**config.mk**
```make
export PLATFORM = sky130hd
export DESIGN_NAME = dmem_access_ctrl
export DESIGN_NICKNAME = d
export VERILOG_FILES = /design/src/rtl/dmem_access_ctrl.sv
export SDC_FILE = /design/constraint.sdc
export NUM_CORES = 1
export LEC_CHECK = 0
export ABC_CLOCK_PERIOD_IN_PS = 4670
export CAP_MARGIN = 20
export CELL_PAD_IN_SITES_DETAIL_PLACEMENT = 0
export CELL_PAD_IN_SITES_GLOBAL_PLACEMENT = 2
export CORE_MARGIN = 8
export CORE_UTILIZATION = 27
export DETAILED_ROUTE_END_ITERATION = 8
export GPL_TIMING_DRIVEN = 1
export PLACE_DENSITY = 0.76
export SYNTH_ARGS = -nofsm -noshare
export SYNTH_HDL_FRONTEND = slang
export SYNTH_SLANG_ARGS = --single-unit
```
**constraint.sdc**
```tcl
create_clock -name clk -period 4.67 [get_ports clk]
set_input_delay 0.934 -clock clk [delete_from_list [all_inputs] [get_ports clk]]
set_output_delay 0.934 -clock clk [all_outputs]
set_load 0.01 [all_outputs]
```
**src/rtl/dmem_access_ctrl.sv**
```systemverilog
// Sequencer between the MEM stage and a word-wide data memory: sub-word loads
// with extension, sub-word stores by read-modify-write, and access checking.
module dmem_access_ctrl #(
  parameter int unsigned MEM_BYTES = 65536
) (
  input  logic        clk,
  input  logic        rst,
  input  logic        req,
  input  logic        we,
  input  logic [1:0]  size,
  input  logic        sign_ext,
  input  logic [31:0] addr,
  input  logic [31:0] wdata,
  output logic        ack,
  output logic        err,
  output logic [31:0] rdata,
  output logic        busy,
  output logic [31:0] mem_A,
  output logic [31:0] mem_WD,
  output logic        mem_WE,
  input  logic [31:0] mem_RD
);

  // Handshake: req is sampled only at an edge where the FSM is IDLE; the access
  // finishes with a single-cycle ack (err qualifies it); busy is high otherwise.
  typedef enum logic [1:0] {S_IDLE, S_RD, S_WR, S_DONE} state_t;

  localparam logic [32:0] MEM_LIMIT = 33'(MEM_BYTES);

  state_t      state_q, state_d;
  logic        r_we, r_sext, err_q;
  logic [1:0]  r_size;
  logic [31:0] r_addr, r_wdata, merge_q, rdata_q;
  logic        req_err;
  logic [31:0] lane_word, load_ext, merged;

  always_comb begin
    req_err = (size == 2'b11)
            | ((size == 2'b01) & addr[0])
            | ((size == 2'b10) & (addr[1:0] != 2'b00))
            | ({1'b0, addr} >= MEM_LIMIT);
  end

  // State register
  always_ff @(posedge clk or posedge rst) begin
    if (rst) state_q <= S_IDLE;
    else     state_q <= state_d;
  end

  // Next-state logic
  always_comb begin
    state_d = state_q;
    case (state_q)
      S_IDLE: begin
        if (req) begin
          if (req_err)                     state_d = S_DONE;
          else if (!we || size != 2'b10)   state_d = S_RD;
          else                             state_d = S_WR;
        end
      end
      S_RD:    state_d = r_we ? S_WR : S_DONE;
      S_WR:    state_d = S_DONE;
      S_DONE:  state_d = S_IDLE;
      default: state_d = S_IDLE;
    endcase
  end

  // Lane extraction and merge operate on the word currently returned by memory.
  always_comb begin
    lane_word = mem_RD >> {r_addr[1:0], 3'b000};
    load_ext  = mem_RD;
    merged    = mem_RD;
    case (r_size)
      2'b00: begin
        load_ext = {{24{r_sext & lane_word[7]}}, lane_word[7:0]};
        merged[{r_addr[1:0], 3'b000} +: 8] = r_wdata[7:0];
      end
      2'b01: begin
        load_ext = {{16{r_sext & lane_word[15]}}, lane_word[15:0]};
        merged[{r_addr[1], 4'b0000} +: 16] = r_wdata[15:0];
      end
      default: begin
        load_ext = mem_RD;
        merged   = mem_RD;
      end
    endcase
  end

  always_ff @(posedge clk or posedge rst) begin
    if (rst) begin
      r_we    <= 1'b0;
      r_sext  <= 1'b0;
      r_size  <= 2'b00;
      r_addr  <= '0;
      r_wdata <= '0;
      err_q   <= 1'b0;
      merge_q <= '0;
      rdata_q <= '0;
    end else begin
      if (state_q == S_IDLE && req) begin
        r_we    <= we;
        r_sext  <= sign_ext;
        r_size  <= size;
        r_addr  <= addr;
        r_wdata <= wdata;
        err_q   <= req_err;
      end
      if (state_q == S_RD) begin
        if (r_we) merge_q <= merged;
        else      rdata_q <= load_ext;
      end
    end
  end

  // Outputs decode registered state only, so rst removes mem_WE at once.
  always_comb begin
    ack    = (state_q == S_DONE);
    err    = (state_q == S_DONE) & err_q;
    busy   = (state_q != S_IDLE);
    mem_WE = (state_q == S_WR);
    mem_A  = '0;
    mem_WD = '0;
    if (state_q == S_RD || state_q == S_WR) mem_A = {r_addr[31:2], 2'b00};
    if (state_q == S_WR) mem_WD = (r_size == 2'b10) ? r_wdata : merge_q;
    rdata  = rdata_q;
  end

endmodule

```
Word level (Yosys, flattened, before mapping)

Cells that the tools add are included.

Flip-flop bits (word level): 135
Bits of input ports: 103
Output and inout port bits: 100

Muxes and demuxes: 12
Add/sub/neg operators: 2
Eq/ne operators: 10
Shift-type cells: 5
Reduce and logical (&&, ||, !) cells: 10
Order comparisons: 1
Bitwise operators: 9

Operator list:

| operator                                              | number |
|---|---|
| one-hot mux 32 bit (2 select lines)                   | 2 |
| 2-to-1 mux 32 bit                                     | 3 |
| bitwise mux 32 bit                                    | 2 |
| >= comparator 32 x 17 -> 1 bit, second input constant | 1 |
| variable shift 16 x 7 -> 32 bit, first input constant | 1 |
| variable shift 8 x 7 -> 32 bit, first input constant  | 1 |
| variable part select 16 x 7 -> 32 bit                 | 1 |
| variable part select 8 x 7 -> 32 bit                  | 1 |
| right shift 32 x 5 -> 16 bit                          | 1 |
| negation 5 -> 7 bit                                   | 2 |
| == test 2 bit, second input constant                  | 5 |
| one-hot mux 2 bit (4 select lines)                    | 1 |
| == test 2 x 1 -> 1 bit, second input constant         | 3 |
| 2-to-1 mux 2 bit                                      | 3 |
| AND 1 bit                                             | 5 |
| zero test 2 bit                                       | 2 |
| != test 2 bit, second input constant                  | 2 |
| AND reduction 2 bit                                   | 2 |
| nonzero test 2 bit                                    | 2 |
| bitwise OR 1 bit                                      | 3 |
| logical OR 1 bit                                      | 2 |
| logical AND 1 bit                                     | 1 |
| zero test 1 bit                                       | 1 |
| 2-to-1 mux 1 bit                                      | 1 |
| inverter 1 bit                                        | 1 |

Logic depth before layout (Yosys ltp)

Word-level depth: 8
Gate-level depth with buffers: 9

Least setup slack after synthesis

No wires, ideal clock.

Path kind: register -> output
From: reg state_q[0]
To: out mem_WD[10]
Path buffers: 1
Path slack: 2.394 ns
Stages on the path, launching flop included: 5
Required time: 3.736 ns
Arrival time: 1.342 ns
Path through: dfrtp_1 > inv_1 > ha_1 > clkbuf_1 > a21boi_0

Word-level cells in the longest chain between the ends: 2

Ends and longest elaborated chain:

| what                   | line | text |
|---|---|---|
| start, declared        | 30   | `state_t state_q, state_d;` |
| start signal, assigned | 47   | `else state_q <= state_d;` |
| == test 2 bit          | -    |  |
| via mem_WE             | 20   | `output logic mem_WE,` |
| 2-to-1 mux 32 bit      | 124  | `if (state_q == S_WR) mem_WD = (r_size == 2'b10) ? r_wdata : merge_q;` |
| end, declared          | 19   | `output logic [31:0] mem_WD,` |

The timed path passes the listed nets, and every way through them passes these cells.

Worst setup path after layout

From: reg state_q[0]
To: out mem_WD[5]

Word-level cells in the longest chain between the ends: 2

Ends and longest elaborated chain:

| what              | line |
|---|---|
| == test 2 bit     | 124 |
| 2-to-1 mux 32 bit | 124 |

No other way between the ends.

==> metrics <==
RSZ-0062 raised after global routing=no; die area=0.0343 mm2; CP max stage delay=0.57 ns; Routed wire per std cell=21.0 um; drt first pass iters=7; Critical Path Source Type=register; Leak=between 4 and 5 nW; Core ar.=between 0.02 and 0.03 mm2; min cycle time layout=3.48 ns; placed cell count=1325; CTS tree=done; fin crit share=0.746; final hold slack=0.486 ns; Top Ports=around 200; HP Class=reg -> reg; crit path buf inv count=3; Peak VDD IR=332 uV; P&R area growth vs syn=36.9%; placement row count=62; total CTS buffers=17; nets=1073; FF-to-FF Start=r_addr[0]; CTS max path bufs=2; Warnings, synthesis=0; Seq/Total Area, Yosys=0.437; WHS Endpoint=rdata[1]; setup bufs post-CTS=0; post-route cell area=0.0106 mm2; power per cell area=728 mW/mm2; total wire length=28500 um; critical path fanouts, max=18; fillers=a little under 3000; DP Area=0.0100 mm2; Hold Crit Depth=2; HP Start=rdata[1]; # hold bufs at CTS=0; n_diodes=0; vias in the first global route=7184; Worst Max-Slew Pin Slew=between 1 and 1.5 ns; WS Path Type=reg -> out; R2R setup slack=1.63 ns; status=finished, final reports clean; DR DRC count=0; synth unique cells=43; largest net degree at the start of global routing=92; gpl congestion=roughly 0.84; layout cells sized above 1=0.135; Final HPWL DP=21000 um; Yosys reg bits=135; Setup TNS=0 ns; Worst-Skew Late Latency=0.43 ns; gr ovfl total=0; CP cell instances=inv_1, ha_1, buf_4, a21boi_0, clkdlybuf4s50_1; Non-Filler Instances=1357; Via Count=6778; clk_skew=0.00973 ns; Mapped Area=0.00773 mm2; TritonCTS Sinks=135; die width=185 um; Crit. End Element=primary output; first-pass GRT wire length=43800 um; H-tree depth=4; r2r endpoint=merge_q[18]; ANT nets after route=0; syn_area_per_cell=9.76 um2; Clk pin slew, worst setup/hold paths=0.06 ns; Max Slew Vio Count=0; Fin. Hold Viols=0; DRT iter0 DRCs=558; Die Y=185 um; CP delay by family, top=buffers and inverters; Vias/cell=4.99; critical path arrival=about 2.6 ns; max cap viols=0; number of setup violations in the final report=0; post-cts gate resize count=0; fmax=287 MHz; Design Power=just under 8 mW; cell at the root of the clock tree=clkbuf_16; Slowest-stage cell, CP=clkdlybuf4s50_1; Worst Reg-to-Reg Cells=6; WP data required=roughly 3.7 ns; antenna violations before repair=4; Rel. slew slack=0.293; Initial Utilization=0.271; Synth Instances=792; GRT Total Usage=0.168; port bufs=200
cell usage in the layout (no fill, tap or decap), types with 12 or more instances in the layout:
cell type / Yosys / routed
mux2i_1: 12 / 12
a221oi_1: 32 / 32
o21ai_0: 21 / 21
and2_1: 32 / 32
a21boi_0: 32 / 32
dfrtp_1: 135 / 134
buf_4: 4 / 13
nor2_1: 61 / 60
a22o_1: 54 / 54
clkbuf_16: 0 / 17
mux2_2: 68 / 68
a21oi_1: 24 / 24
o211ai_1: 17 / 17
clkdlybuf4s50_1: 0 / 200
nand2b_1: 15 / 15
nand2_1: 153 / 152
cells in the mapped netlist (all sizes together):
cell type  count  area (um2)
nand2        153         574
dfrtp        135        3380
mux2          68         766
nor2          62         235
a22o          54         473
buf           39         240
a21boi        32         240
a221oi        32         280
and2          32         200
clkbuf        27         101
a21oi         24         120
o21ai         23         115
o211ai        18         140
nand2b        15        93.8
mux2i         12         120
ha            10         125
inv           10        37.5
a222oi         7        70.1
mux4           7         158
o2bb2ai        5        43.8
nor2b          4        25.0
nor4           4        25.0
nand3b         3        22.5
nor4bb         3        30.0
a31oi          2        18.8
nor3           2        10.0
and4b          1        10.0
conb           1        3.75
nand4          1        6.26
nand4b         1        8.76
nor3b          1        7.51
nor4b          1        23.8
o211a          1        10.0
o22ai          1        6.26
o31ai          1        7.51
how the worst max path moves through the flow:
stage / cells after the start / start / to / slack (ns)
finish: 5 / state_q[0] / mem_WD[5] / 1.19
global route: 5 / state_q[0] / mem_WD[2] / 0.97
CTS: 5 / state_q[0] / mem_WD[4] / 1.12
detailed placement: 5 / state_q[0] / mem_WD[4] / 1.59
global placement: 6 / r_size[0] / mem_WD[12] / 1.61
floorplan: 1 / rst / err_q / 0.12
stage by stage:
stage	setup slack, ns	util
3_3_place_gp	1.61	0.352
4_1_cts	1.12	0.372
5_1_grt	0.973	0.372
3_5_place_dp	1.59	0.352
6_report	1.19	0.372
2_1_floorplan	0.125	-
worst min-delay path: stages (launching register included):
cell and delay, ns:
dfrtp_1 0.34, nand2_1 0.05, o21ai_1 0.06
registers in the layout, summed over array words and instances (netlist names):
signal / flops
rdata: 32
r_addr: 32
r_size: 2
state_q: 2
r_wdata: 32
merge_q: 32
r_sext: 1
r_we: 1
err_q: 1
power breakdown:
| group | leakage, nW | internal, mW | switching [mW] | total, mW |
|---|---|---|---|---|
| Clock | 0.265 | 0.745 | 0.576 | 1.32 |
| Sequential | 1.58 | 1.76 | 0.482 | 2.24 |
| Combinational | 2.41 | 2.06 | 2.09 | 4.15 |
| Total | 4.26 | 4.56 | 3.14 | 7.70 |
kinds of logic (layout without fill, tap and decap cells):
kind of cell    count (synthesis)  count (layout)  synth area share
simple gates                  283             283             0.165
compound gates                200             200             0.197
flops                         135             135             0.437
mux                            87              87             0.135
buf+inv                        76             256            0.0491
fa+ha+maj                      10              10            0.0162
other cells                     1               2          0.000485
layer usage:
layer,routed length (um),global-route usage,vias to the layer above
met2,12800,0.264,240
met5,49,0,-
met3,2540,0.0659,23
met4,349,0.0371,8
met1,12700,0.214,3327
li1,-,-,3180
layout make-up:
cell class	instances	area, um2	area share
flip-flops and latches	135	3380	0.319
clock buffers	17	425	0.0402
inverters	10	42.5	0.00402
well taps	384	480	0.0454
repair buffers	214	2120	0.200
multi-input cells	582	3990	0.377
clock inverters	15	145	0.0137
No activity file was read; power rests on OpenSTA's default activity.
